### config.mk
export PLATFORM = sky130hd
export DESIGN_NAME = encoder
export DESIGN_NICKNAME = d
export VERILOG_FILES = /design/src/rtl/encoder.sv
export SDC_FILE = /design/constraint.sdc
export NUM_CORES = 1
export LEC_CHECK = 0
export CORE_AREA = 2 2 39 41
export DETAILED_ROUTE_END_ITERATION = 10
export DIE_AREA = 0 0 41 43
export PLACE_DENSITY_LB_ADDON = 0.15
export SETUP_SLACK_MARGIN = 0.3
export SYNTH_ARGS = -nofsm -noshare
export SYNTH_HDL_FRONTEND = slang
export SYNTH_SLANG_ARGS = --single-unit
export TNS_END_PERCENT = 10
### constraint.sdc
create_clock -name clk -period 0.8 [get_ports clk]
set_clock_uncertainty 0.05 [all_clocks]
set_input_delay 0.08 -clock clk [delete_from_list [all_inputs] [get_ports clk]]
set_output_delay 0.08 -clock clk [all_outputs]
set_load 0.1 [all_outputs]
### src/rtl/encoder.sv
// encoder: registered 4-to-2 priority encoder with zero / multi-hot flags.
//
// Ports
//   clk      in   rising-edge clock
//   rst      in   asynchronous, active-high reset; clears all outputs at once
//   in_valid in   qualifies x on the current rising edge
//   x[3:0]   in   request vector, x[3] highest priority
//   y[1:0]   out  index of highest-priority set bit of the captured x
//   y_valid  out  y/zero/multi hold a fresh result this cycle
//   zero     out  captured x was all zeros
//   multi    out  captured x had two or more bits set
//
// One-cycle latency, one result per cycle, no backpressure. On an edge with
// in_valid=0 only y_valid drops; y/zero/multi keep the last captured result.
module encoder (
    input  logic       clk,
    input  logic       rst,
    input  logic       in_valid,
    input  logic [3:0] x,
    output logic [1:0] y,
    output logic       y_valid,
    output logic       zero,
    output logic       multi
);

    logic [1:0] enc_y;
    logic       enc_zero;
    logic       enc_multi;

    // Priority decode: the first set bit from the top wins, lower bits ignored.
    always_comb begin
        enc_y = 2'd0;
        if (x[3])      enc_y = 2'd3;
        else if (x[2]) enc_y = 2'd2;
        else if (x[1]) enc_y = 2'd1;
        else           enc_y = 2'd0;
    end

    assign enc_zero = ~|x;

    // Two or more bits set <=> at least one pair of bits is set together.
    assign enc_multi = (x[3] & x[2]) | (x[3] & x[1]) | (x[3] & x[0]) |
                       (x[2] & x[1]) | (x[2] & x[0]) | (x[1] & x[0]);

    // Result registers only load when in_valid is high, so an unknown x on
    // an idle cycle never reaches the outputs.
    always_ff @(posedge clk or posedge rst) begin
        if (rst) begin
            y       <= 2'd0;
            y_valid <= 1'b0;
            zero    <= 1'b0;
            multi   <= 1'b0;
        end else begin
            y_valid <= in_valid;
            if (in_valid) begin
                y     <= enc_y;
                zero  <= enc_zero;
                multi <= enc_multi;
            end
        end
    end

endmodule

==> flow_summary.json, run 1 <==
{
  "cts_tree": "yes",
  "drt_iter0_drc": 1,
  "worstPathMaxFanout": 2,
  "hold_slack_ps": 6.64,
  "rows": 14,
  "critPathCaptureType": "primary output",
  "antennaDiodeCount": 0,
  "path_cells": "buf_12",
  "layout-drive-gt1-share": 0.405,
  "worstPathRequired_ps": 670,
  "synth_nets": 27,
  "hold_path.class": "in -> async",
  "holdBufCountCts": 0,
  "synthTopCellsByArea": "dfrtp_1, inv_1, mux2_2",
  "routed_via_density": 4.04,
  "violations": "setup timing",
  "ioPinCount": 12,
  "post-route-util": 0.315,
  "cts.sinks": 5,
  "fmax_mhz": 982,
  "die_w_um": 41,
  "crit_arrival_ps": 890,
  "worst-path-buf-inv": 1,
  "drt_wl_total_um": 528,
  "route.detailed.drc": 0,
  "ys_types": 12,
  "die_h_um": 43,
  "hold_violations": 0,
  "ant_nets": 0,
  "slew_viol_final": 0,
  "max-cap-violations": 0,
  "p_per_area_nw_per_um2": 2040,
  "ys_ff_latch": 5,
  "die-area_um2": 1760,
  "start_kind": "flip-flop",
  "final_cell_area_um2": 435,
  "tightestPinTransition_ps": 229,
  "postPlaceCellArea_um2": 414,
  "clk_pin_slew_ps": 40,
  "finalCriticalPeriod_ps": 1020,
  "setup_viol_count_final": 7,
  "core_area_um2": 1380,
  "fin_crit_sh": 1.27,
  "fin_ws_ps": -218,
  "status": "finished with violations",
  "grt_use_total": 0.0714,
  "initial_utilization": 0.153,
  "yosysSeqAreaShare": 0.592,
  "worstSkewPairLatency_ps": 230,
  "cts_buffers": 3,
  "syn_to_final_growth_pct": 106,
  "critPathSlowestCell": "dfrtp_4",
  "leakagePower_nw": 0.190,
  "wl_per_cell_um": 9.96,
  "slowest_delay_ps": 480,
  "grt_first_pass_wirelength_um": 800,
  "synth_top_cell_area_share": 0.592,
  "vias": 214,
  "numPortBuffers": 11,
  "cp_top_family": "flip-flops",
  "fin_nets": 45,
  "dpl.hpwl_um": 421,
  "synth_top_area_cell": "dfrtp_1",
  "p_total_w": 0.000887,
  "yosysWarnings": 0,
  "dp_worst_setup_slack_ps": -388,
  "gp_congestion": 0.757,
  "syn_inst": 20,
  "grt_max_degree": 6,
  "cts-htree-levels": 1,
  "clock_path_buffers": 2,
  "final_common_cell": "buf_12",
  "worstSetupPathType": "reg -> out",
  "syn_avg_cell_area_um2": 10.6,
  "overflow": 0,
  "layout_common_cells": "buf_12, dlygate4sd2_1",
  "max-slew-margin-rel": 0.846,
  "r2r-start": "zero",
  "netlist_area_um2": 211,
  "crit_path_start": "zero",
  "grt_setup_unrepaired": "yes",
  "cts_root_buf": "clkbuf_4",
  "ir_worst_vdd_uv": 773,
  "antenna_found_initial": 0,
  "dr.pass1.iters": 3,
  "grt_pass1_vias": 217
}
-- through the flow --
stage	setup TNS, ps	cells
5_1_grt	-1100	53
3_3_place_gp	-1390	49
4_1_cts	-1000	53
2_1_floorplan	-1060	20
3_5_place_dp	-1450	49
6_report	-946	53
-- what timing repair did --
action / in CTS / in global routing
pin swaps: 2 / 0
gates cloned: 0 / 0
setup endpoints to repair: 10 / 9
gates resized for setup: 4 / 0
setup buffers: 0 / 0
-- metal layers --
| metal | global-route usage | routed length [um] | up-vias |
|---|---|---|---|
| met1 | 0.0712 | 224 | 103 |
| met4 | 0.0600 | 0 | 0 |
| met2 | 0.103 | 261 | 5 |
| met3 | 0.0366 | 43 | 0 |
| li1 | - | - | 106 |
| met5 | 0 | 0 | - |
-- flip-flops by register name, indices dropped and copies added, names as in the netlist --
| signal | flops |
|---|---|
| multi | 1 |
| y_valid | 1 |
| zero | 1 |
| y | 2 |
-- synthesized netlist by cell type (all sizes together) --
| cell type | n |
|---|---|
| inv | 3 |
| mux2 | 1 |
| nand2b | 1 |
| o32ai | 1 |
| nor3 | 1 |
| a211oi | 1 |
| dfrtp | 5 |
| nor2 | 3 |
| a21oi | 1 |
| o31ai | 1 |
| a31oi | 1 |
| nor4 | 1 |
-- worst paths after layout --
kind / end / slack (ps) / depth (start not counted)
max in group asynchronous: zero / 490 / 2
min reg2reg: y[1] / 530 / 2
min in group clk: multi / 200 / 2
max reg2reg: zero / -110 / 1
min: y_valid / 7 / 2
max: zero / -220 / 1
-- cell families after synthesis --
family                 after synthesis  synth area share
and+or+nand+nor                      6             0.136
muxes                                1            0.0533
DFF                                  5             0.592
AOI/OAI and AO/OA                    5             0.166
buffers and inverters                3            0.0533
-- cell type report --
type	instances	area, um^2
clock buffer	4	26.3
sequential	5	133
multi-input combinational	12	75.1
tap	16	20.0
inverter	3	11.3
fill	149	948
timing repair buffer	13	170
-- power by group --
| group | total [W] | internal (W) | leakage (nW) | switching [W] |
|---|---|---|---|---|
| combinational | 0.000302 | 0.000114 | 0.122 | 0.000187 |
| clock | 0.000288 | 0.000188 | 0.0150 | 0.0000996 |
| sequential | 0.000297 | 0.000277 | 0.0537 | 0.0000203 |
| total | 0.000887 | 0.000580 | 0.190 | 0.000307 |
(Power assumes the default switching activity.)
==> run 2, diff against run 1 <==
PLACE_DENSITY_LB_ADDON = not set   (was 0.15)
==> run 2 against run 1 <==
The run ends with hold timing, setup timing left. Largest power group unchanged. Critical path type unchanged. First-iteration DRC count stayed put. Critical endpoint unchanged. Die area did not move. Sequential cell count stayed put. Design area rose by 1.7%. Setup slack got worse by 1.3 ps. Final cell count up 1.9%. Sequential power about the same.
==> flow_summary.json, run 2 (synthesized netlist as in run 1, its figures left out) <==
{
  "final_cell_area_um2": 443,
  "die_w_um": 41,
  "finalCriticalPeriod_ps": 1020,
  "hold_violations": 5,
  "cp_top_family": "flip-flops",
  "path_cells": "buf_12",
  "hold_slack_ps": -11.5,
  "route.detailed.drc": 0,
  "postPlaceCellArea_um2": 422,
  "p_per_area_nw_per_um2": 2020,
  "setup_viol_count_final": 7,
  "rows": 14,
  "fin_nets": 46,
  "cts-htree-levels": 1,
  "crit_arrival_ps": 890,
  "clk_pin_slew_ps": 40,
  "post_cts_buffers": 0,
  "initial_utilization": 0.153,
  "tns_ps": -1010,
  "worst-path-buf-inv": 1,
  "max-slew-margin-rel": 0.833,
  "grt.met1_usage": 0.0812,
  "cts_root_buf": "clkbuf_4",
  "final_cells": 54,
  "core_area_um2": 1380,
  "fin_ws_ps": -220,
  "layout_common_cells": "buf_12, dlygate4sd2_1",
  "r2r-start": "zero",
  "drt_wl_total_um": 515,
  "cts_tree": "yes",
  "worstSkewPairLatency_ps": 240,
  "die_h_um": 43,
  "leakagePower_nw": 0.196,
  "antennaDiodeCount": 0,
  "grt.busiest_layer": "met2",
  "grt.met2_usage": 0.122,
  "hold_path.class": "in -> async",
  "overflow": 0,
  "reg2reg_to": "zero",
  "gp_congestion": 0.600,
  "grt_use_total": 0.0896,
  "use_met3": 0.0838,
  "grt_setup_unrepaired": "yes",
  "n_fill_cell": 148,
  "top_register": "y",
  "dpl.hpwl_um": 422,
  "die-area_um2": 1760,
  "critPathCaptureType": "primary output",
  "cts_buffers": 3,
  "syn_to_final_growth_pct": 109,
  "r2r_setup_slack_ps": -110,
  "worstSetupPathType": "reg -> out",
  "start_kind": "flip-flop",
  "grt_pass1_vias": 231,
  "largest_reg_flops": 2,
  "ioPinCount": 12,
  "clock_path_buffers": 2,
  "place_inst": 50,
  "slowest_delay_ps": 480,
  "slew_viol_final": 0,
  "dr.pass1.iters": 2,
  "numPortBuffers": 11,
  "max-cap-violations": 0,
  "critPathSlowestCell": "dfrtp_4",
  "fin_crit_sh": 1.27,
  "fmax_mhz": 981,
  "drt_iter0_drc": 1,
  "grt_max_degree": 6,
  "routed_via_density": 3.98,
  "worstPathMaxFanout": 2,
  "antenna_found_initial": 0,
  "wl_per_cell_um": 9.54,
  "status": "finished with violations",
  "violations": "hold timing, setup timing",
  "grt_first_pass_wirelength_um": 952,
  "dp_worst_setup_slack_ps": -406,
  "reg2reg_depth": 1,
  "worstPathRequired_ps": 670,
  "ant_nets": 0,
  "ir_worst_vdd_uv": 913,
  "layout-drive-gt1-share": 0.421,
  "vias": 215,
  "tightestPinTransition_ps": 250,
  "final_common_cell": "buf_12",
  "cts.sinks": 5
}
run 2: cell count changes in the layout (fill, tap and decap cells not counted), sizes merged:
cell	change
buf	+1
run 2: repair_timing:
action | CTS | global route
endpoints found under the setup margin | 10 | 9
pin swaps | 2 | 1
gates resized for setup | 4 | 0
cloned | 0 | 0
hold endpoints to repair | 5 | 0
run 2: area by class of cell:
| cell class | instances | area [um^2] | share of cell area |
|---|---|---|---|
| timing repair buffer | 14 | 178 | 0.401 |
| multi-input combinational | 12 | 75.1 | 0.169 |
| inverter | 3 | 11.3 | 0.0254 |
| sequential | 5 | 133 | 0.299 |
| clock buffer | 4 | 26.3 | 0.0593 |
| tap | 16 | 20.0 | 0.0452 |
run 2: per-layer routing:
layer / vias to the layer above / routed length (um) / part of all wire
met1: 99 / 183 / 0.36
li1: 107 / - / -
met3: 0 / 59 / 0.11
met4: 0 / 0 / 0
met2: 9 / 272 / 0.53
met5: - / 0 / 0
run 2: power by group:
| group | internal, W | switching [W] | total, W |
|---|---|---|---|
| clock | 0.000189 | 0.000103 | 0.000292 |
| sequential | 0.000277 | 0.0000210 | 0.000298 |
| combinational | 0.000117 | 0.000188 | 0.000305 |
run 2: metrics by stage:
stage / total power, W / util
final: 0.000895 / 0.320
after global routing: 0.000955 / 0.320
after CTS: 0.000909 / 0.320
after detailed placement: 0.000616 / 0.305
after global placement: 0.000614 / 0.305
after floorplan: 0.000461 / -
run 2: worst max-delay path by stage:
stage | from | endpoint | depth (start not counted)
2_1_floorplan | zero | zero | 1
3_3_place_gp | x[3] | zero | 3
3_5_place_dp | x[3] | zero | 3
4_1_cts | zero | zero | 1
5_1_grt | zero | zero | 1
6_report | zero | zero | 1
